$ cat src/rtl/edge_det_pkg.sv
// Shared definitions for the multi-channel edge detector: mode encodings and
// the filter counter width helper.
package edge_det_pkg;

  localparam logic [1:0] MODE_OFF  = 2'b00;
  localparam logic [1:0] MODE_RISE = 2'b01;
  localparam logic [1:0] MODE_FALL = 2'b10;
  localparam logic [1:0] MODE_BOTH = 2'b11;

  // Counter must hold values 0..FILTER_LEN-1; never narrower than one bit.
  function automatic int unsigned cnt_width(input int unsigned filter_len);
    int unsigned w;
    w = $clog2(filter_len + 1);
    return (w < 1) ? 1 : w;
  endfunction

endpackage

$ cat src/rtl/edge_det_chan.sv
// One edge-detector channel: synchroniser, glitch filter, mode qualification,
// and sticky status/overflow tracking.
module edge_det_chan
  import edge_det_pkg::*;
#(
  parameter int unsigned SYNC_STAGES = 2,
  parameter int unsigned FILTER_LEN  = 1,
  parameter logic        INIT_LEVEL  = 1'b0
) (
  input  logic       clk,
  input  logic       rst,
  input  logic       data_in,
  input  logic [1:0] mode,
  input  logic       clr,
  output logic       level_out,
  output logic       edge_pulse,
  output logic       edge_dir,
  output logic       status,
  output logic       ovf
);

  localparam int unsigned      CNT_W    = cnt_width(FILTER_LEN);
  localparam logic [CNT_W-1:0] CNT_LAST = CNT_W'(FILTER_LEN - 1);

  logic [SYNC_STAGES-1:0] sync_q, sync_d;
  logic                   level_q, level_d;
  logic [CNT_W-1:0]       cnt_q, cnt_d;
  logic                   pulse_q, pulse_d;
  logic                   dir_q, dir_d;
  logic                   status_q, status_d;
  logic                   ovf_q, ovf_d;
  logic                   sync_s;
  logic                   accept_c;
  logic                   qualify_c;

  // Shift register: new sample enters at bit 0, last stage feeds the filter.
  always_comb begin
    sync_d = SYNC_STAGES'({sync_q, data_in});
    sync_s = sync_q[SYNC_STAGES-1];
  end

  // A new level must persist FILTER_LEN consecutive cycles to be accepted.
  always_comb begin
    level_d  = level_q;
    cnt_d    = cnt_q;
    accept_c = 1'b0;
    if (sync_s == level_q) begin
      cnt_d = '0;
    end else if (cnt_q == CNT_LAST) begin
      level_d  = sync_s;
      cnt_d    = '0;
      accept_c = 1'b1;
    end else begin
      cnt_d = cnt_q + CNT_W'(1);
    end
  end

  // Mode only gates reporting; the filter keeps tracking in every mode.
  always_comb begin
    qualify_c = 1'b0;
    case (mode)
      MODE_RISE: qualify_c = accept_c & sync_s;
      MODE_FALL: qualify_c = accept_c & ~sync_s;
      MODE_BOTH: qualify_c = accept_c;
      default:   qualify_c = 1'b0;
    endcase
    pulse_d = qualify_c;
    dir_d   = qualify_c & sync_s;
  end

  // Clear consumes prior events but keeps one arriving in the same cycle.
  always_comb begin
    status_d = status_q;
    ovf_d    = ovf_q;
    if (clr) begin
      status_d = pulse_q;
      ovf_d    = 1'b0;
    end else if (pulse_q) begin
      status_d = 1'b1;
      if (status_q) begin
        ovf_d = 1'b1;
      end
    end
  end

  always_ff @(posedge clk) begin
    if (rst) begin
      sync_q   <= {SYNC_STAGES{INIT_LEVEL}};
      level_q  <= INIT_LEVEL;
      cnt_q    <= '0;
      pulse_q  <= 1'b0;
      dir_q    <= 1'b0;
      status_q <= 1'b0;
      ovf_q    <= 1'b0;
    end else begin
      sync_q   <= sync_d;
      level_q  <= level_d;
      cnt_q    <= cnt_d;
      pulse_q  <= pulse_d;
      dir_q    <= dir_d;
      status_q <= status_d;
      ovf_q    <= ovf_d;
    end
  end

  assign level_out  = level_q;
  assign edge_pulse = pulse_q;
  assign edge_dir   = dir_q;
  assign status     = status_q;
  assign ovf        = ovf_q;

endmodule

$ cat src/rtl/edge_detector_multi.sv
// Multi-channel edge detector: WIDTH independent channels plus a registered
// interrupt aggregating enabled sticky status bits.
module edge_detector_multi
  import edge_det_pkg::*;
#(
  parameter int unsigned WIDTH       = 4,
  parameter int unsigned SYNC_STAGES = 2,
  parameter int unsigned FILTER_LEN  = 1,
  parameter logic        INIT_LEVEL  = 1'b0
) (
  input  logic               clk,
  input  logic               rst,
  input  logic [WIDTH-1:0]   data_in,
  input  logic [2*WIDTH-1:0] mode,
  input  logic [WIDTH-1:0]   clr,
  input  logic [WIDTH-1:0]   irq_en,
  output logic [WIDTH-1:0]   level_out,
  output logic [WIDTH-1:0]   edge_pulse,
  output logic [WIDTH-1:0]   edge_dir,
  output logic [WIDTH-1:0]   status,
  output logic [WIDTH-1:0]   ovf,
  output logic               irq
);

  logic irq_q, irq_d;

  for (genvar i = 0; i < int'(WIDTH); i++) begin : g_chan
    edge_det_chan #(
      .SYNC_STAGES (SYNC_STAGES),
      .FILTER_LEN  (FILTER_LEN),
      .INIT_LEVEL  (INIT_LEVEL)
    ) u_chan (
      .clk        (clk),
      .rst        (rst),
      .data_in    (data_in[i]),
      .mode       (mode[2*i +: 2]),
      .clr        (clr[i]),
      .level_out  (level_out[i]),
      .edge_pulse (edge_pulse[i]),
      .edge_dir   (edge_dir[i]),
      .status     (status[i]),
      .ovf        (ovf[i])
    );
  end

  // Interrupt is a registered reduction, so it trails status by one cycle.
  always_comb begin
    irq_d = |(status & irq_en);
  end

  always_ff @(posedge clk) begin
    if (rst) begin
      irq_q <= 1'b0;
    end else begin
      irq_q <= irq_d;
    end
  end

  assign irq = irq_q;

endmodule

$ cat config.mk
export PLATFORM = sky130hd
export DESIGN_NAME = edge_detector_multi
export DESIGN_NICKNAME = d
export VERILOG_FILES = /design/src/rtl/edge_det_pkg.sv /design/src/rtl/edge_det_chan.sv /design/src/rtl/edge_detector_multi.sv
export SDC_FILE = /design/constraint.sdc
export NUM_CORES = 1
export LEC_CHECK = 0
export ABC_AREA = 1
export ABC_CLOCK_PERIOD_IN_PS = 800
export BUFFER_PORTS_ARGS = -buffer_cell sky130_fd_sc_hd__buf_2
export CAP_MARGIN = 0
export CELL_PAD_IN_SITES_DETAIL_PLACEMENT = 1
export CELL_PAD_IN_SITES_GLOBAL_PLACEMENT = 1
export CORE_AREA = 2 2 72 74
export DETAILED_ROUTE_END_ITERATION = 16
export DIE_AREA = 0 0 74 76
export GPL_TIMING_DRIVEN = 0
export PLACE_DENSITY_LB_ADDON = 0.1
export SETUP_SLACK_MARGIN = 0.02
export SLEW_MARGIN = 30
export SYNTH_ARGS = -nofsm -noshare
export SYNTH_HDL_FRONTEND = slang
export SYNTH_SLANG_ARGS = --single-unit
$ cat constraint.sdc
create_clock -name clk -period 0.8 [get_ports clk]
set_input_delay 0.12 -clock clk [delete_from_list [all_inputs] [get_ports clk]]
set_output_delay 0.12 -clock clk [all_outputs]
set_load 0.02 [all_outputs]
==> impl_metrics.tcl, run 1 <==
set metrics [dict create \
    met3_length_um 150 \
    dr.first_iter.drc_count 15 \
    finalNonFillerCells 329 \
    finClkSkew_ns 0.001392 \
    initial_core_util_pct 31.66 \
    synth_edf_count 0 \
    fp.dieH_um 76 \
    yosysUniqueCellTypes 16 \
    coreArea_sq_mm 0.004912 \
    cp-end-kind "primary output" \
    setup_viol 28 \
    hold_violations 0 \
    ys_warn_count 0 \
    final_max_slew_viol_count 0 \
    yosysSeqAreaShare_pct 42.48 \
    path_clk_slew_ns 0.06 \
    drc_errors 0 \
    yosys-top-cells-count "inv_1 (44), dfxtp_1 (33), nand2_1 (31), buf_4 (20), nor2_1 (19)" \
    vias 1335 \
    crit_path_max_fanout 2 \
    layout-area-overhead-vs-synth_pct 51.89 \
    p_leak_nw 1.204 \
    timing.final.crit_period_ns 0.9483 \
    antenna_found_initial 0 \
    vias_per_cell 4.058 \
    routedWlPerCell_um 9.687 \
    layout-drive-gt1-share_pct 56.76 \
    cap_violations 0 \
    h-tree-depth 2 \
    max_freq_ghz 1.055 \
    pin_count 43 \
    synth-seq-cells 33 \
    overflow 0 \
    p_per_area_mw_per_mm2 1417 \
    gp_congestion 0.7434 \
    max_stage_delay_ns 0.33 \
    worstSetupStartpoint "g_chan[0].u_chan.level_out$_SDFFE_PP0P_" \
    async_flop_share_pct 0 \
    synth_top_area_share_pct 42.48 \
    synth.most_common_cell "inv_1" \
    status "complete, but fails checks" \
    synth-main-ff-cell "dfxtp_1" \
    grt.total_usage_pct 12.43 \
    rsz0062_at_grt "true" \
    netlist_area_sq_mm 0.001555 \
    grt_max_degree 11 \
    grt_pass1_vias 1309 \
    timing.rr.start "g_chan[3].u_chan.cnt_q$_SDFF_PP0_" \
    worst_skew_pair.late_latency_ns 0.27 \
    ant_nets 0 \
    crit_chain "buf_6 -> buf_6" \
    ir_drop_mv 0.7108 \
    cpMaxStageDelayCell "dfxtp_2" \
    critPathRequiredTime_ns 0.68 \
    worst_slack_ns -0.1483 \
    pre_cts_ws_ns -0.1507 \
    synth.avg_cell_area_sq_um 7.855 \
    fp.dieArea_sq_mm 0.005624 \
    wl_met2_um 1584 \
    num_antenna_cells 0 \
    cts_buffers 5 \
    path_buf_inv 2 \
    drt-total-wl_um 3187 \
    synth_top_area_cell "dfxtp_1" \
    worstHoldStart "data_in[0]" \
    nets 292 \
    root_buffer "clkbuf_8" \
    routed.top_layer "met4" \
    finalSetupTns_ns -2.371 \
    wl_met1_um 1404 \
    portBuffers 41 \
    cp.arrival_ns 0.83 \
    netlist_top_cells_area "dfxtp_1 (42%), inv_1 (11%), buf_4 (9.7%)" \
    cts_tree "built" \
    dp_cells 312 \
    fin_crit_sh_pct 118.5 \
    hpwl_um 2254 \
    cp-start-kind "flip-flop" \
    fp.dieW_um 74 \
    cts.sinks 33 \
    crit_top_cell "buf_6" \
    hold_path.class "primary input to flip-flop" \
    synthCells 198 \
    clockBufferDepth 2 \
    path_class "flip-flop to primary output" \
    path_delay_family "flip-flops" \
    drt-pass1-iter-count 4 \
    grt_pass1_wl_um 5499 \
    core.rowCount 26 \
    failed_checks "negative setup slack" \
    postCtsHoldBufs 0 \
]
==> registers in the layout, indices dropped and copies added, names as in the netlist <==
name                      flops
g_chan.u_chan.level_out       4
g_chan.u_chan.edge_dir        4
g_chan.u_chan.status          4
g_chan.u_chan.cnt_q           4
irq                           1
g_chan.u_chan.ovf             4
g_chan.u_chan.edge_pulse      4
g_chan.u_chan.sync_q          8
==> worst min-delay path, stage by stage <==
cell and delay, ns:
buf_2 0.07, inv_1 0.03, nor2_1 0.06
==> what timing repair did <==
action / 4_1_cts / 5_1_grt
hold endpoints to repair: 0 / 0
buffers inserted: 15 / 0
pin swaps: 18 / 8
resized for setup: 109 / 28
setup endpoints to repair: 29 / 38
==> metrics by stage <==
step                      instance area [sq um]  utilization [%]  hold slack, ns  power (mW)
after global routing                       2362            48.09         0.05746       3.552
final                                      2362            48.09         0.05257       3.347
after floorplan                            1567                -          0.2270       1.972
after global placement                     1859            37.85          0.3212       2.091
after CTS                                  2278            46.38         0.04839       3.386
after detailed placement                   1859            37.85          0.3374       2.096
==> final cells by class <==
class	instances	area, sq um
repair buffers	56	483.0
well taps	70	87.58
plain buffers	16	173.9
fillers	581	2550
flip-flops and latches	33	701.9
inverters	45	181.4
multi-input cells	101	654.4
clock buffers	8	80.08
==> cell usage in the layout, fill, tap and decap left out, drive strengths merged <==
| cell type | n |
|---|---|
| a22o | 1 |
| buf | 72 |
| dfxtp | 33 |
| inv | 44 |
| nor2 | 29 |
| a31oi | 1 |
| nand3 | 4 |
| conb | 4 |
| clkinv | 1 |
| clkbuf | 8 |
| ha | 12 |
| o21ai | 10 |
| nand2 | 31 |
| a21oi | 9 |
==> path summary, 6_finish.rpt <==
path                                            to  slack (ns)  cells after the start
max                                   level_out[0]       -0.15                      2
min reg2reg  g_chan[3].u_chan.sync_q[1]$_SDFF_PP0_        0.39                      2
min          g_chan[0].u_chan.sync_q[0]$_SDFF_PP0_        0.05                      3
max reg2reg   g_chan[3].u_chan.edge_dir$_SDFF_PP0_       -0.05                      5
==> per-layer routing <==
metal,up-vias,global-route usage (%)
met5,-,0
met4,0,4.364
met3,5,3.307
met2,29,20.27
met1,620,15.56
li1,681,-
==> cells by family after synthesis <==
group | count (synthesis) | share of synthesized area, %
other cells | 1 | 0.2411
buf+inv | 67 | 21.88
flops | 33 | 42.48
compound gates | 21 | 7.080
fa+ha+maj | 12 | 9.654
simple gates | 64 | 18.66
==> power by group <==
| group | internal [mW] | total, mW | switching [mW] | leakage [nW] |
|---|---|---|---|---|
| sequential | 1.69 | 1.73 | 0.0413 | 0.283 |
| clock | 0.617 | 1.15 | 0.530 | 0.0395 |
| combinational | 0.235 | 0.466 | 0.231 | 0.882 |
No activity file was read; power rests on OpenSTA's default activity.
==> run 2, diff against run 1 <==
--- a/config.mk
+++ b/config.mk
@@ -11,9 +11,9 @@
 export CAP_MARGIN = 0
 export CELL_PAD_IN_SITES_DETAIL_PLACEMENT = 1
 export CELL_PAD_IN_SITES_GLOBAL_PLACEMENT = 1
-export CORE_AREA = 2 2 72 74
+export CORE_AREA = 2 2 101 54
 export DETAILED_ROUTE_END_ITERATION = 16
-export DIE_AREA = 0 0 74 76
+export DIE_AREA = 0 0 103 56
 export GPL_TIMING_DRIVEN = 0
 export PLACE_DENSITY_LB_ADDON = 0.1
 export SETUP_SLACK_MARGIN = 0.02
==> run 2 against run 1 <==
Net effect:
- the run still ends with negative setup slack left
- sequential power hardly changed
- clock skew rose by 0.0041 ns
- clock power grew 38%
- power grew 13%
- non-clock buffer count increased by 1
- global-route usage shrank 1.1 points
- combinational power down 5.2%
- largest power group unchanged
==> impl_metrics.tcl, run 2 (same netlist as run 1, synthesis figures left out) <==
set metrics [dict create \
    crit_top_cell "buf_6" \
    grt_pass1_wl_um 5043 \
    p_total_mw 3.774 \
    max_freq_ghz 1.041 \
    vias_per_cell 3.891 \
    worst_slack_ns -0.1602 \
    dr.first_iter.drc_count 4 \
    grt_max_degree 11 \
    ant_nets 0 \
    timing.rr.start "g_chan[0].u_chan.level_out$_SDFFE_PP0P_" \
    cpMaxStageDelayCell "dfxtp_2" \
    pin_count 43 \
    root_buffer "clkbuf_8" \
    timing.final.crit_period_ns 0.9602 \
    h-tree-depth 2 \
    gp_congestion 0.6923 \
    rsz0062_at_grt "true" \
    final_common_cell "buf_6" \
    initial_core_util_pct 32.27 \
    fin_crit_sh_pct 120.0 \
    worstRegToRegCells 5 \
    antenna_found_initial 0 \
    seqPwrFrac_pct 46.1 \
    largest_register "g_chan.u_chan.sync_q" \
    worst-path-stages 2 \
    failed_checks "negative setup slack" \
    drt-pass1-iter-count 4 \
    num_antenna_cells 0 \
    finalSetupTns_ns -2.521 \
    largest_register_ffs 8 \
    setup_viol 29 \
    coreArea_sq_mm 0.004820 \
    finClkSkew_ns 0.005471 \
    grt.total_usage_pct 11.37 \
    hold_path.class "primary input to flip-flop" \
    cts_tree "built" \
    clockBufferDepth 2 \
    cts_buffers 5 \
    worstSetupStartpoint "g_chan[0].u_chan.level_out$_SDFFE_PP0P_" \
    cp-end-kind "primary output" \
    grt_pass1_vias 1210 \
    power_frac_clock_pct 42.2 \
    worst_skew_pair.late_latency_ns 0.28 \
    p_per_area_mw_per_mm2 1609 \
    layout-area-overhead-vs-synth_pct 50.84 \
    p_sw_share_pct 22.15 \
    status "complete, but fails checks" \
    ir_drop_mv 0.8451 \
    drt-total-wl_um 3250 \
    overflow 0 \
    portBuffers 41 \
    max_stage_delay_ns 0.34 \
    path_class "flip-flop to primary output" \
    regToRegSetupSlack_ns -0.05 \
    nets 293 \
    placedInstanceArea_sq_mm 0.001859 \
    path_buf_inv 2 \
    fp.dieW_um 103 \
    cap_violations 0 \
    hold_path_depth 2 \
    path_clk_slew_ns 0.07 \
    switchingPower_uw 836.0 \
    cp.arrival_ns 0.84 \
    final_max_slew_viol_count 0 \
    p_leak_nw 1.203 \
    crit_end "level_out[0]" \
    cp-start-kind "flip-flop" \
    hold_violations 0 \
    layout-drive-gt1-share_pct 54.23 \
    cts.sinks 33 \
    fillers 607 \
    path_delay_family "flip-flops" \
    core.rowCount 18 \
    critPathRequiredTime_ns 0.68 \
    fp.dieH_um 56 \
    r2r_end "g_chan[0].u_chan.edge_dir$_SDFF_PP0_" \
    power_frac_comb_pct 11.7 \
    hpwl_um 2294 \
    final_area_sq_mm 0.002346 \
    vias 1284 \
    routedWlPerCell_um 9.848 \
    fp.dieArea_sq_mm 0.005768 \
    mostFrequentLayoutCells "buf_6 (42), inv_1 (39), nand2_1 (29), dfxtp_2 (28), buf_2 (21)" \
    crit_path_max_fanout 2 \
    drc_errors 0 \
    p_int_mw 2.938 \
    crit_chain "buf_6 -> buf_6" \
]
==> run 2: cell types whose count changed in the layout (fill, tap and decap cells not counted), sizes merged <==
cell / before / now
buf: 72 / 73
bufinv: 0 / 1
clkbuf: 8 / 7
==> run 2: how the worst min path moves through the flow <==
stage	from	endpoint	slack, ns
after floorplan	data_in[0]	g_chan[0].u_chan.sync_q[0]$_SDFF_PP0_	0.23
after global routing	rst	irq$_SDFF_PP0_	0.03
after global placement	data_in[0]	g_chan[0].u_chan.sync_q[0]$_SDFF_PP0_	0.32
final	rst	irq$_SDFF_PP0_	0.04
after detailed placement	data_in[0]	g_chan[0].u_chan.sync_q[0]$_SDFF_PP0_	0.33
after CTS	rst	irq$_SDFF_PP0_	0.04
==> run 2: worst register-to-register path: cells and delay by family, from the launching register on <==
kind | cells | cell delay (ns)
and+or+nand+nor | 4 | 0.32
DFF | 1 | 0.36
buffers and inverters | 1 | 0.11
==> run 2: power groups by stage <==
stage,logic [mW],clock network [mW],registers (mW)
2_1_floorplan,0.217,0,1.75
3_3_place_gp,0.322,0,1.76
3_5_place_dp,0.333,0,1.76
4_1_cts,0.407,1.65,1.74
5_1_grt,0.497,1.76,1.74
6_report,0.442,1.59,1.74
==> run 2: cell type report <==
type / instances / area [sq um] / area share (%)
plain buffers: 16 / 173.9 / 7.413
clock buffers: 7 / 86.33 / 3.680
clock inverters: 1 / 30.03 / 1.280
inverters: 45 / 176.4 / 7.520
multi-input cells: 101 / 616.8 / 26.29
flip-flops and latches: 33 / 695.7 / 29.65
well taps: 70 / 87.58 / 3.733
repair buffers: 57 / 479.2 / 20.43
==> run 2: repair_timing <==
action	4_1_cts	5_1_grt
setup endpoints to repair	29	38
buffers inserted	11	5
hold buffers	0	0
pin swaps	7	10
resized for setup	98	20
==> run 2: metrics by stage <==
stage | hold slack [ns] | utilization [%] | cells | worst slack [ns]
after CTS | 0.03661 | 46.88 | 325 | -0.1754
after floorplan | 0.2270 | - | 201 | 0.01849
final | 0.04402 | 48.68 | 330 | -0.1602
after detailed placement | 0.3280 | 38.58 | 312 | -0.1563
after global placement | 0.3176 | 38.58 | 312 | -0.1453
after global routing | 0.03301 | 48.68 | 330 | -0.2045
==> run 2: routing by layer <==
metal	up-vias	wire, um	GRT usage [%]	share of wire [%]
met1	577	1443	12.84	44
met4	0	14	4.511	0.43
met5	-	0	0	0
li1	681	-	-	-
met3	2	141	4.146	4.3
met2	24	1650	19.39	51
==> run 3, diff against run 2 <==
--- a/config.mk
+++ b/config.mk
@@ -5,15 +5,14 @@
 export SDC_FILE = /design/constraint.sdc
 export NUM_CORES = 1
 export LEC_CHECK = 0
-export ABC_AREA = 1
 export ABC_CLOCK_PERIOD_IN_PS = 800
 export BUFFER_PORTS_ARGS = -buffer_cell sky130_fd_sc_hd__buf_2
 export CAP_MARGIN = 0
 export CELL_PAD_IN_SITES_DETAIL_PLACEMENT = 1
 export CELL_PAD_IN_SITES_GLOBAL_PLACEMENT = 1
-export CORE_AREA = 2 2 101 54
+export CORE_AREA = 2 2 95 51
 export DETAILED_ROUTE_END_ITERATION = 16
-export DIE_AREA = 0 0 103 56
+export DIE_AREA = 0 0 97 53
 export GPL_TIMING_DRIVEN = 0
 export PLACE_DENSITY_LB_ADDON = 0.1
 export SETUP_SLACK_MARGIN = 0.02
==> run 3 against run 2 <==
Net effect:
- the run still ends with negative setup slack left
- synthesized cell count is 24% lower
- setup slack worse by 0.044 ns
- hold slack worse by 0.031 ns
- cell count is 17% lower
- sequential share of layout area is 0.70 points lower
- routed wire length is 24% higher
- non-clock buffer count is 4 higher
- first-iteration DRC count grew to 3.0 times the previous value
- clock power is 25% lower
==> impl_metrics.tcl, run 3 <==
set metrics [dict create \
    hpwl_um 2586 \
    hold_path_depth 2 \
    num_antenna_cells 0 \
    worstMarginPinSlew_ns 0.5046 \
    mostFrequentLayoutCells "buf_6 (44), dfxtp_2 (22), buf_2 (16), buf_4 (15), nor2b_1 (14)" \
    grt_max_degree 11 \
    final_max_slew_viol_count 0 \
    h-tree-depth 2 \
    ir_drop_mv 0.7246 \
    synth_top_area_share_pct 45.95 \
    fp.dieH_um 53 \
    cts_buffers 5 \
    synth-main-ff-cell "dfxtp_1" \
    r2r_end "g_chan[0].u_chan.edge_pulse$_SDFF_PP0_" \
    p_leak_nw 1.049 \
    cp-end-kind "flip-flop" \
    cts.sinks 33 \
    async_flop_share_pct 0 \
    synth.avg_cell_area_sq_um 9.521 \
    grt_pass1_wl_um 6313 \
    path_delay_family "simple AND/OR/NAND/NOR gates" \
    layout-drive-gt1-share_pct 67.28 \
    slew_headroom_pct 66.36 \
    synth-seq-cells 33 \
    layout-area-overhead-vs-synth_pct 68.06 \
    nets 250 \
    crit_path_max_fanout 3 \
    yosys-top-cells-count "dfxtp_1 (33), buf_4 (20), a21oi_1 (17), nor2b_1 (16)" \
    cp-start-kind "flip-flop" \
    antenna_found_initial 0 \
    timing.rr.start "g_chan[0].u_chan.level_out$_SDFFE_PP0P_" \
    drt-total-wl_um 4021 \
    hold_path.class "primary input to flip-flop" \
    max_stage_delay_ns 0.37 \
    fp.dieW_um 97 \
    core.rowCount 17 \
    synthCells 151 \
    regToRegSetupSlack_ns -0.20 \
    root_buffer "clkbuf_8" \
    worst_slack_ns -0.2045 \
    synth.most_common_cell "dfxtp_1" \
    critPathRequiredTime_ns 1.00 \
    gp_congestion 0.7212 \
    hold_ws_ns 0.01304 \
    status "complete, but fails checks" \
    yosysUniqueCellTypes 16 \
    worstHoldStart "clr[0]" \
    vias 1234 \
    timing.final.crit_period_ns 1.005 \
    final_area_sq_mm 0.002416 \
    drc_errors 0 \
    worstRegToRegCells 2 \
    largest_register "g_chan.u_chan.sync_q" \
    setup_viol 31 \
    routedWlPerCell_um 14.68 \
    pin_count 43 \
    finClkSkew_ns 0.005773 \
    vias_per_cell 4.504 \
    path_clk_slew_ns 0.06 \
    coreArea_sq_mm 0.004275 \
    hold-path-endpoint "g_chan[0].u_chan.ovf$_SDFFE_PP0P_" \
    p_per_area_mw_per_mm2 1398 \
    portBuffers 42 \
    synth_edf_count 0 \
    hold_violations 0 \
    cap_violations 0 \
    yosysSeqAreaShare_pct 45.95 \
    path_class "flip-flop to flip-flop" \
    initial_core_util_pct 33.63 \
    overflow 0 \
    ant_nets 0 \
    netlist_top_cells_area "dfxtp_1 (46%), buf_4 (10%), ha_1 (10%)" \
    cpMaxStageDelayCell "or3b_1" \
    path_buf_inv 0 \
    max_freq_ghz 0.9955 \
    largest_register_ffs 8 \
    grt.total_usage_pct 16.47 \
    dr.first_iter.drc_count 12 \
    drt-pass1-iter-count 4 \
    final_common_cell "buf_6" \
    failed_checks "negative setup slack" \
    worst_skew_pair.late_latency_ns 0.28 \
    cts_tree "built" \
    synth_top_area_cell "dfxtp_1" \
    rsz0062_at_grt "true" \
    clockBufferDepth 2 \
    ys_warn_count 0 \
    netlist_area_sq_mm 0.001438 \
    cp.arrival_ns 1.20 \
    placedInstanceArea_sq_mm 0.001874 \
    fp.dieArea_sq_mm 0.005141 \
    fin_crit_sh_pct 125.6 \
    crit_chain "or3b_1 -> a21oi_1" \
    grt_pass1_vias 1359 \
]
## run 3: cell count changes in the layout (fill, tap and decap cells not counted), moves of 6 or more
cell | before | now
dfxtp_2 | 28 | 22
nor2_1 | 15 | 8
nor2_2 | 12 | 0
a21oi_2 | 7 | 13
inv_1 | 39 | 4
nor2b_1 | 0 | 14
nor3_2 | 0 | 6
nand2_1 | 29 | 0
## run 3: cell type report
class                           count  area, sq um
Clock buffer                        8        80.08
Fill cell                         470         1859
Sequential cell                    33        699.4
Multi-Input combinational cell     87        750.7
Buffer                             17        177.7
Inverter                           12        117.6
Timing Repair Buffer               60        519.2
Tap cell                           57        71.32
## run 3: cells by family (layout without fill, tap and decap cells)
| group | after synthesis | in the layout | share of synthesized area, % |
|---|---|---|---|
| other | 1 | 4 | 0.2608 |
| and+or+nand+nor | 40 | 40 | 16.71 |
| adders and majority gates | 12 | 12 | 10.44 |
| DFF | 33 | 33 | 45.95 |
| muxes | 4 | 4 | 2.785 |
| buffers and inverters | 34 | 97 | 14.10 |
| AOI/OAI and AO/OA | 27 | 27 | 9.747 |
## run 3: what timing repair did
action	in CTS	in global routing
setup buffers	16	3
pin swaps	1	7
endpoints found under the setup margin	29	43
resized for setup	96	29
cloned	0	0
hold buffers	0	0
## run 3: power breakdown
part	internal, mW	switching, mW	leakage (nW)
clock network	0.618	0.578	0.0395
logic	0.237	0.234	0.729
registers	1.68	0.0308	0.281
total	2.54	0.843	1.05
## run 3: per-stage QoR
step / TNS, ns / total power [mW] / worst slack [ns] / util [%] / instances
2_1_floorplan: -0.6245 / 1.967 / -0.1554 / - / 154
3_3_place_gp: -5.827 / 2.101 / -0.4112 / 43.84 / 253
3_5_place_dp: -6.314 / 2.126 / -0.4572 / 43.84 / 253
4_1_cts: -3.520 / 3.365 / -0.1977 / 53.88 / 272
5_1_grt: -4.574 / 3.547 / -0.2567 / 56.51 / 274
6_report: -3.510 / 3.378 / -0.2045 / 56.51 / 274
## run 3: worst reg2reg max path, delay by kind of cell, from the launching register on
kind	cells	cell delay, ns
and+or+nand+nor	1	0.37
DFF	1	0.36
AOI/OAI and AO/OA	1	0.19
## run 3: layer usage
layer,vias to the layer above,routed length (um),track usage [%]
met2,40,1989,30.21
met3,13,304,5.020
met1,575,1608,18.23
met5,-,0,0
li1,606,-,-
met4,0,119,7.277
## run 3: how the worst max path moves through the flow
| stage | from | endpoint | cells after the start |
|---|---|---|---|
| after floorplan | mode[4] | g_chan[2].u_chan.edge_pulse$_SDFF_PP0_ | 5 |
| after global placement | mode[0] | g_chan[0].u_chan.edge_pulse$_SDFF_PP0_ | 6 |
| after detailed placement | mode[5] | g_chan[2].u_chan.edge_pulse$_SDFF_PP0_ | 6 |
| after CTS | g_chan[2].u_chan.level_out$_SDFFE_PP0P_ | level_out[2] | 2 |
| after global routing | g_chan[0].u_chan.sync_q[1]$_SDFF_PP0_ | g_chan[0].u_chan.edge_pulse$_SDFF_PP0_ | 2 |
| final | g_chan[0].u_chan.level_out$_SDFFE_PP0P_ | g_chan[0].u_chan.edge_pulse$_SDFF_PP0_ | 2 |
